### config.mk
export PLATFORM = sky130hd
export DESIGN_NAME = ofdm_rx_sequencer
export DESIGN_NICKNAME = d
export VERILOG_FILES = /design/src/rtl/ofdm_rx_sequencer.sv
export SDC_FILE = /design/constraint.sdc
export NUM_CORES = 1
export LEC_CHECK = 0
export ABC_AREA = 0
export BUFFER_PORTS_ARGS = -buffer_cell sky130_fd_sc_hd__buf_2
export CORE_MARGIN = 5
export CORE_UTILIZATION = 55
export DETAILED_ROUTE_END_ITERATION = 10
export PLACE_DENSITY_LB_ADDON = 0.08
export SKIP_LAST_GASP = 1
export SYNTH_ARGS = -nofsm -noshare
export SYNTH_HDL_FRONTEND = slang
export SYNTH_SLANG_ARGS = --single-unit
### constraint.sdc
create_clock -name clk -period 2 [get_ports clk]
set_input_delay 0.4 -clock clk [delete_from_list [all_inputs] [get_ports clk]]
set_output_delay 0.4 -clock clk [all_outputs]
set_load 0.02 [all_outputs]
### src/rtl/ofdm_rx_sequencer.sv
// Frame sequencer between the sync chain and the FFT/equaliser: windows two LTS
// symbols, strips the CP from each data symbol and closes the frame.
module ofdm_rx_sequencer #(
    parameter int N_FFT       = 64,
    parameter int N_CP        = 16,
    parameter int N_SYM       = 4,
    parameter int LTS_TIMEOUT = 256
) (
    input  logic       clk,
    input  logic       rst_n,
    input  logic       enable,
    input  logic       in_strobe,
    input  logic       stf_det,
    input  logic       lts_peak,
    input  logic       fft_ready,
    output logic       fft_di_en,
    output logic       fft_lts,
    output logic       fft_last,
    output logic [2:0] sym_idx,
    output logic [5:0] samp_idx,
    output logic       frame_done,
    output logic       sync_rst_n,
    output logic       busy,
    output logic       err_timeout,
    output logic       err_overflow
);

    localparam int TW = $clog2(LTS_TIMEOUT + 1);
    localparam logic [5:0]    SAMP_LAST = 6'(N_FFT - 1);
    localparam logic [5:0]    CP_LAST   = 6'(N_CP - 1);
    localparam logic [2:0]    SYM_LAST  = 3'(N_SYM - 1);
    localparam logic [TW-1:0] TMO_LAST  = TW'(LTS_TIMEOUT - 1);

    typedef enum logic [2:0] {
        IDLE, WAIT_LTS, LTS1, LTS2, DATA_CP, DATA_SYM
    } state_t;

    state_t        state, state_d;
    logic [5:0]    samp_cnt, samp_d;
    logic [2:0]    sym_cnt, sym_d;
    logic [TW-1:0] tmo_cnt, tmo_d;
    logic          rst_pend, rst_pend_d;
    logic          di_d, lts_d, last_d, fd_d, sync_d, eto_d, eov_d;
    logic [5:0]    sidx_d;
    logic [2:0]    yidx_d;
    logic          win, win_lts;

    always_comb begin
        state_d    = state;
        samp_d     = samp_cnt;
        sym_d      = sym_cnt;
        tmo_d      = tmo_cnt;
        rst_pend_d = 1'b0;
        di_d       = 1'b0;
        lts_d      = 1'b0;
        last_d     = 1'b0;
        fd_d       = 1'b0;
        sidx_d     = samp_idx;
        yidx_d     = sym_idx;
        sync_d     = ~rst_pend;
        eto_d      = err_timeout;
        eov_d      = err_overflow;
        win        = 1'b0;
        win_lts    = 1'b0;

        case (state)
            IDLE: begin
                if (stf_det) begin
                    state_d = WAIT_LTS;
                    tmo_d   = '0;
                    samp_d  = '0;
                    sym_d   = '0;
                    eto_d   = 1'b0;
                    eov_d   = 1'b0;
                end
            end
            WAIT_LTS: begin
                if (in_strobe) begin
                    // a peak on the timeout strobe still starts the frame
                    if (lts_peak) begin
                        win     = 1'b1;
                        win_lts = 1'b1;
                        samp_d  = 6'd1;
                        state_d = LTS1;
                    end else if (tmo_cnt == TMO_LAST) begin
                        eto_d   = 1'b1;
                        sync_d  = 1'b0;
                        tmo_d   = '0;
                        state_d = IDLE;
                    end else begin
                        tmo_d = tmo_cnt + 1'b1;
                    end
                end
            end
            LTS1, LTS2: begin
                if (in_strobe) begin
                    win     = 1'b1;
                    win_lts = 1'b1;
                    if (samp_cnt == SAMP_LAST) begin
                        samp_d  = '0;
                        state_d = (state == LTS1) ? LTS2 : DATA_CP;
                    end else begin
                        samp_d = samp_cnt + 6'd1;
                    end
                end
            end
            DATA_CP: begin
                if (in_strobe) begin
                    if (samp_cnt == CP_LAST) begin
                        samp_d  = '0;
                        state_d = DATA_SYM;
                    end else begin
                        samp_d = samp_cnt + 6'd1;
                    end
                end
            end
            DATA_SYM: begin
                if (in_strobe) begin
                    win = 1'b1;
                    if (samp_cnt == SAMP_LAST) begin
                        samp_d = '0;
                        if (sym_cnt == SYM_LAST) begin
                            fd_d       = 1'b1;
                            rst_pend_d = 1'b1;
                            sym_d      = '0;
                            state_d    = IDLE;
                        end else begin
                            sym_d   = sym_cnt + 3'd1;
                            state_d = DATA_CP;
                        end
                    end else begin
                        samp_d = samp_cnt + 6'd1;
                    end
                end
            end
            default: state_d = IDLE;
        endcase

        // a starved sample is still counted so the symbol grid is kept
        if (win) begin
            sidx_d = samp_cnt;
            yidx_d = win_lts ? 3'd0 : sym_cnt;
            di_d   = fft_ready;
            lts_d  = win_lts & fft_ready;
            last_d = (samp_cnt == SAMP_LAST) & fft_ready;
            if (!fft_ready) eov_d = 1'b1;
        end

        if (!enable) begin
            state_d    = IDLE;
            samp_d     = '0;
            sym_d      = '0;
            tmo_d      = '0;
            rst_pend_d = 1'b0;
            di_d       = 1'b0;
            lts_d      = 1'b0;
            last_d     = 1'b0;
            fd_d       = 1'b0;
            sidx_d     = '0;
            yidx_d     = '0;
            sync_d     = 1'b1;
            eto_d      = err_timeout;
            eov_d      = err_overflow;
        end
    end

    always_ff @(posedge clk or negedge rst_n) begin
        if (!rst_n) begin
            state        <= IDLE;
            samp_cnt     <= '0;
            sym_cnt      <= '0;
            tmo_cnt      <= '0;
            rst_pend     <= 1'b0;
            fft_di_en    <= 1'b0;
            fft_lts      <= 1'b0;
            fft_last     <= 1'b0;
            frame_done   <= 1'b0;
            samp_idx     <= '0;
            sym_idx      <= '0;
            sync_rst_n   <= 1'b1;
            err_timeout  <= 1'b0;
            err_overflow <= 1'b0;
        end else begin
            state        <= state_d;
            samp_cnt     <= samp_d;
            sym_cnt      <= sym_d;
            tmo_cnt      <= tmo_d;
            rst_pend     <= rst_pend_d;
            fft_di_en    <= di_d;
            fft_lts      <= lts_d;
            fft_last     <= last_d;
            frame_done   <= fd_d;
            samp_idx     <= sidx_d;
            sym_idx      <= yidx_d;
            sync_rst_n   <= sync_d;
            err_timeout  <= eto_d;
            err_overflow <= eov_d;
        end
    end

    assign busy = (state != IDLE);

endmodule

---- Word-level counts from Yosys, hierarchy flattened ----
Index checks and enable logic that the tools add are counted.
storage, ports and cells
  input bits .............................. 7
  word-level logic and storage cells ...... 128
  output and inout bits ................... 17
  bits in registers ....................... 37
cells by class
  add/subtract/negate cells ............... 3
  mux-type cells .......................... 70
  equal/unequal tests ..................... 29
  reduce and logical (&&, ||, !) cells .... 10
  bitwise operators ....................... 3
operator list
  cell                                                    number
  two-way mux 3 bit                                       21
  two-way mux 6 bit                                       10
  two-way mux 9 bit                                       5
  inequality test 3 bit (second input constant)           10
  two-way mux 1 bit                                       27
  case mux 6 bit (4 select lines)                         1
  case mux 9 bit (2 select lines)                         1
  case mux 3 bit (5 select lines)                         1
  AND reduction 6 bit                                     2
  adder 9 x 1 -> 9 bit (second input constant)            1
  == test 3 x 2 -> 1 bit (second input constant)          3
  == test 9 x 8 -> 1 bit (second input constant)          1
  AND reduction 9 bit                                     1
  inequality test 2 bit (second input constant)           4
  AND reduction 4 bit                                     2
  adder 6 x 1 -> 6 bit (second input constant)            1
  == test 3 bit (second input constant)                   2
  == test 6 x 4 -> 1 bit (second input constant)          1
  == test 6 bit (second input constant)                   1
  inequality test 3 x 1 -> 1 bit (second input constant)  2
  case mux 1 bit (2 select lines)                         3
  case mux 3 bit (2 select lines)                         1
  inequality test 5 x 2 -> 1 bit (second input constant)  1
  inequality test 4 bit (second input constant)           1
  11 further kinds                                        12

---- Logic depth before layout (Yosys ltp) ----
Gate-level depths: netlist of run 1.
  word-level depth ........................ 6
  depth in mapped cells ................... 7

---- Worst setup path before layout of run 1 ----
OpenSTA, ideal clock, no wires.
  path kind ............................... flip-flop to flip-flop
  start ................................... register samp_cnt[0]
  end ..................................... register sym_cnt[0]
  path slack .............................. 0.174 ns
  arrival time ............................ 1.702 ns
  stages on the path, launching flop included .. 7
  cells stage by stage .................... dfrtp_1 > ha_1 > and3_1 > buf_2 > nand3_1 > o311ai_2 > mux2_2
between the ends
  word-level cells in the longest chain between the ends .. 3
ends and longest elaborated chain
  element                          line  text
  start: declaration               39    logic [5:0] samp_cnt, samp_d;
  start signal: assignment         185   samp_cnt <= samp_d;
  == test 6 bit                    120   if (samp_cnt == SAMP_LAST) begin
  inequality test 3 bit (no line)  -
  AND reduction 4 bit (no line)    -
  end signal: assignment           186   sym_cnt <= sym_d;
  end: declaration                 40    logic [2:0] sym_cnt, sym_d;
No other way between the ends.
A chain may end at the register's enable or synchronous reset.

---- Worst setup path in the final report of run 1 ----
Ends and elaborated chain as after synthesis.

==> results of run 1 <==
[timing repair]
item	in CTS	in global routing
resized for setup	0	3
setup endpoints to repair	0	10
setup buffers	0	0
[per-stage QoR]
step                instance area [sq um]  total power, mW  setup WS [ns]  instances
finish                               2550             2.31          0.129        308
global route                         2550             2.45        0.00818        308
CTS                                  2530             2.29          0.118        308
detailed placement                   2420             1.62          0.131        300
global placement                     2420             1.59          0.189        300
floorplan                            2160             1.37          0.174        223
[worst register-to-register path, stage by stage (launching register included)]
cell and delay, ns:
dfrtp_1 0.36, ha_1 0.21, and3_1 0.28, nand3_1 0.16
o311ai_4 0.37, mux2_2 0.37
[flip-flops by register name, indices dropped and copies added (netlist names)]
signal,count
err_overflow,1
rst_pend,1
state,3
sym_cnt,3
err_timeout,1
fft_lts,1
tmo_cnt,9
fft_last,1
fft_di_en,1
sym_idx,3
samp_idx,6
sync_rst_n,1
samp_cnt,6
[cells in the mapped netlist, types with 2 or more instances]
master	instances	share of area (%)
o21ai_0	16	3.7
nand2_1	10	1.7
clkbuf_1	5	0.87
o31ai_1	4	1.4
ha_1	3	1.7
a21oi_1	7	1.6
nand4_1	2	0.58
nand3_1	11	2.5
xor2_1	2	0.81
and3_1	6	1.7
nor2_1	15	2.6
o211ai_1	5	1.7
mux2i_1	3	1.4
dfrtp_1	36	42
o211a_1	3	1.4
nand3b_1	3	1.0
buf_2	7	1.6
and2_1	5	1.4
o21ai_1	4	0.93
inv_1	8	1.4
nand2b_1	3	0.87
nor4b_1	2	0.81
a41oi_1	2	0.81
nor2b_1	6	1.7
a22o_1	11	4.5
or2_1	2	0.58
nor3_1	3	0.69
a211oi_1	5	1.7
and4b_1	2	0.93
or3_1	4	1.2
[where the power goes]
part / internal [mW] / switching [mW] / total [mW]
Combinational: 0.326 / 0.459 / 0.785
Sequential: 0.789 / 0.0753 / 0.865
Clock: 0.406 / 0.252 / 0.658
[routing by layer]
layer / global-route usage [%] / vias up
met3: 5.79 / 6
met4: 6.56 / 0
met2: 32.4 / 83
li1: - / 915
met1: 30.8 / 940
met5: 0 / -
[how the worst max path moves through the flow]
stage | startpoint | to | slack [ns] | cells past startpoint
after detailed placement | state[0] | tmo_cnt[3] | 0.13 | 4
after global placement | state[0] | samp_cnt[5] | 0.19 | 4
after global routing | samp_cnt[1] | sym_cnt[0] | 0.008 | 5
after CTS | samp_cnt[0] | sym_cnt[0] | 0.12 | 5
after floorplan | samp_cnt[0] | sym_cnt[0] | 0.17 | 6
final | samp_cnt[0] | sym_cnt[0] | 0.13 | 5
[cell type report]
| cell class | instances | area share [%] |
|---|---|---|
| clock inverter | 1 | 1.18 |
| multi-input combinational | 164 | 45.1 |
| inverter | 8 | 1.18 |
| tap | 48 | 2.36 |
| timing repair buffer | 43 | 10.4 |
| clock buffer | 7 | 3.39 |
| sequential | 37 | 36.4 |
[cells by family (layout without fill, tap and decap cells)]
group           count (synthesis)  after routing  synth area share, %
xor+xnor                        3              3                 1.22
simple gates                   80             80                 21.6
buf+inv                        22             59                 4.57
mux                             4              4                 1.91
flops                          37             37                 42.9
fa+ha+maj                       3              3                 1.74
compound gates                 74             74                 26.1
==> impl_metrics.yaml, run 1 <==
sta:
  final_hold_viol_count: 0
  holdWs_ns: 0.200
  max_slew_margin_pct: 45.8
  slew_violations: 0
  period_needed_ns: 1.87
  skew_ns: 0.00690
  setup_viol: 0
  max_freq_mhz: 534
  fin_crit_sh_pct: 93.5
  rsz0062_at_grt: "no"
  setup_tns_ns: 0
  worstMarginPinSlew_ns: 0.813
clock_network:
  cts-root-buf: "clkbuf_8"
  cts.sinks: 37
  cts_hold_buf: 0
  cts_buffer_depth: 2
  cts_buffers: 5
  cts_tree: "done"
  htreeDepth: 2
  insertion_delay_ns: 0.29
  clkTransAtPathRegs_ns: 0.07
synthesis:
  synth.avg_cell_area_sq_um: 9.70
  synth_warnings: 0
  synth_edf_count: 0
  synth_async_sr_flop_share_pct: 100
  synth-seq-area-share_pct: 42.9
  syn_nets: 233
  ys.flop_type: "dfrtp_1"
  ys_types: 58
  ys_ff_latch: 37
  syn_inst: 223
  synth_area_sq_mm: 0.00216
worst_setup_path:
  cp_top_family: "simple AND/OR/NAND/NOR gates"
  critical-path-max-stage-delay_ns: 0.37
  regToRegStartpoint: "samp_cnt[0]"
  rr_endpoint: "sym_cnt[0]"
  path_class: "reg2reg"
  crit_path_max_fanout: 5
  crit_path_end_kind: "flop"
  path_buf_inv: 0
  critPathRequiredTime_ns: 2.18
  r2r_slack_ns: 0.13
  worstSetupStartpointType: "flop"
  cp_slowest_cell: "o311ai_4"
  crit_chain: "ha_1 > and3_1 > nand3_1 > o311ai_4 > mux2_2"
  rr_worst_depth: 5
  arrival_ns: 2.05
status:
  outcome: "finished, final reports clean"
finish:
  diodes: 0
  layout_common_cells: "dfrtp_1 (35), buf_2 (23), buf_4 (20)"
  final_common_cell: "dfrtp_1"
  area_delta_synth_final_pct: 17.9
  regArea_sq_um: 928
  drive_gt1_share_pct: 23.5
  final_util_pct: 68.1
  fin_nets: 269
  multi_input_area_sq_mm: 0.00115
  num-fill-cells: 314
place:
  hpwlAfterDp_mm: 3.91
  gp_congestion: 0.874
  portBuffers: 23
global_routing:
  grtUsageTotal_pct: 21.7
  antenna_found_initial: 0
  grt_max_degree: 38
  overflow: 0
  grt_pass1_wl_mm: 8.98
  grt_pass1_vias: 1873
power_and_ir_drop:
  p_leak_nw: 1.23
  ir_worst_vdd_mv: 0.740
  power.density_mw_per_mm2: 905
detailed_routing:
  top_layer: "met4"
  ant_nets: 0
  num_vias: 1944
  drt_iter0_markers: 127
  routedWlPerCell_um: 17.4
  drc: 0
  wl_met2_mm: 2.49
  route.met3.wl_um: 385
  dr.pass1.iters: 5
  vias_per_cell: 6.31
  drt-total-wl_mm: 5.37
  wl_met1_mm: 2.44
floorplanning:
  initial_core_util_pct: 57.8
  die_area_sq_mm: 0.00529
  rows: 22
  die_x_um: 72.7
  io_pins: 24
  core_area_sq_mm: 0.00374
  die_y_um: 72.7
min_path:
  min_path_type: "in2async"
job:
  maxCapViolCount: 0
No activity file was read; power rests on OpenSTA's default activity.
==> run 2: changes to the inputs <==
- ABC_CLOCK_PERIOD_IN_PS: unset -> 1850
- clock period: 2 -> 1.85 ns (I/O delays scaled with it)
==> impl_metrics.yaml, run 2 (synthesis results as in run 1) <==
finish:
  multi_input_area_sq_mm: 0.00117
  regArea_sq_um: 931
  final_util_pct: 69.6
  drive_gt1_share_pct: 27.9
  regMostFlops: "tmo_cnt"
  final_common_cell: "dfrtp_1"
  area_delta_synth_final_pct: 20.5
  layout_common_cells: "dfrtp_1 (33), buf_4 (29), buf_2 (23)"
  reg.largest.list: "tmo_cnt: 9 flops, samp_cnt: 6 flops, samp_idx: 6 flops"
  largest_reg_flops: 9
  fin_nets: 278
  diodes: 0
  num-fill-cells: 287
sta:
  final_hold_viol_count: 0
  fin_crit_sh_pct: 97.9
  setup_tns_ns: 0
  skew_ns: 0.00572
  max_slew_margin_pct: 69.3
  setup_viol: 0
  slew_violations: 0
  worstMarginPinSlew_ns: 0.460
  max_freq_mhz: 552
  period_needed_ns: 1.81
  fin_ws_ns: 0.0396
power_and_ir_drop:
  power.total_mw: 2.37
  p_sw_share_pct: 36.5
  power_frac_seq_pct: 38.7
  p_leak_nw: 1.26
  p_clk_share_pct: 22.9
  ir_worst_vdd_mv: 0.640
  pwr-share-comb_pct: 38.4
  power.density_mw_per_mm2: 909
  intPower_mw: 1.50
  p_switching_uw: 864
place:
  portBuffers: 23
  post-place-ws_ns: 0.00143
  hpwlAfterDp_mm: 3.93
  gp_congestion: 0.899
clock_network:
  clkTransAtPathRegs_ns: 0.07
  cts-root-buf: "clkbuf_8"
  cts_tree: "done"
  cts.sinks: 37
  cts_buffers: 5
  insertion_delay_ns: 0.29
  htreeDepth: 2
  cts_buffer_depth: 2
floorplanning:
  rows: 22
  core_area_sq_mm: 0.00374
  die_x_um: 72.7
  die_y_um: 72.7
  initial_core_util_pct: 57.8
  io_pins: 24
  die_area_sq_mm: 0.00529
min_path:
  min_path_type: "in2async"
global_routing:
  overflow: 0
  grt_pass1_wl_mm: 8.76
  grt_max_degree: 38
  antenna_found_initial: 0
  grtUsageTotal_pct: 21.2
  grt_pass1_vias: 1770
worst_setup_path:
  crit_chain: "or4b_4 > o211a_2 > a2111oi_4 > a211o_1"
  worstSetupStartpointType: "flop"
  r2r_slack_ns: 0.04
  arrival_ns: 2.04
  path_class: "reg2reg"
  crit_path_max_fanout: 6
  crit_path_end_kind: "flop"
  cp_slowest_cell: "or4b_4"
  critPathRequiredTime_ns: 2.08
  critical-path-max-stage-delay_ns: 0.59
detailed_routing:
  num_vias: 1951
  drc: 0
  dr.pass1.iters: 4
  vias_per_cell: 6.15
  drt_iter0_markers: 211
  ant_nets: 0
  routedWlPerCell_um: 17.0
  drt-total-wl_mm: 5.40
status:
  outcome: "finished, final reports clean"
job:
  maxCapViolCount: 0
==> run 2: cell types whose count changed in the layout (fill, tap and decap cells not counted), moves of 2 or more <==
cell	before	now
buf_4	20	29
clkinv_2	0	2
dfrtp_1	35	33
dfrtp_2	1	3
==> run 2: power by group through the flow <==
stage          Combinational (mW)  Clock, mW  Sequential [mW]
2_1_floorplan               0.570          0            0.908
3_3_place_gp                0.815          0            0.920
3_5_place_dp                0.841          0            0.926
4_1_cts                     0.852      0.551            0.912
5_1_grt                     0.988      0.595            0.921
6_report                    0.910      0.541            0.916
==> run 2: metal layers <==
metal / up-vias / wire length (um) / GRT usage (%)
met2: 69 / 2440 / 30.3
li1: 937 / - / -
met5: - / 0 / 0
met3: 8 / 356 / 4.96
met4: 0 / 53 / 5.12
met1: 937 / 2550 / 32.4
==> run 2: critical path: cells and delay by family, from the launching register on <==
kind	cells	cell delay, ns
DFF	1	0.45
and+or+nand+nor	1	0.59
AOI/OAI and AO/OA	3	0.71
==> run 2: through the flow <==
step                      hold WS [ns]  instance area, sq um  std cells
after floorplan                 0.0744                  2160        223
after global routing             0.154                  2610        317
after detailed placement         0.438                  2460        306
after CTS                        0.130                  2550        314
after global placement           0.434                  2460        306
final                            0.118                  2610        317
==> run 2: final timing paths <==
kind / depth (start not counted) / end / start
max: 4 / samp_cnt[5] / state[2]
min: 2 / tmo_cnt[5] / rst_n
max reg2reg: 4 / samp_cnt[5] / state[2]
max in group asynchronous: 2 / sync_rst_n / rst_n
min in group clk: 3 / fft_di_en / fft_ready
min reg2reg: 1 / sync_rst_n / rst_pend
==> run 2: repair_timing <==
item,in CTS,in global routing
setup buffers,0,3
hold buffers,0,0
pin swaps,0,1
resized for setup,1,7
endpoints found under the setup margin,1,6
==> run 2: area by class of cell <==
type,instances,share of cell area [%]
Multi-Input combinational cell,164,44.9
Inverter,8,1.15
Clock inverter,2,0.384
Tap cell,48,2.31
Timing Repair Buffer,52,12.8
Sequential cell,37,35.7
Clock buffer,6,2.79
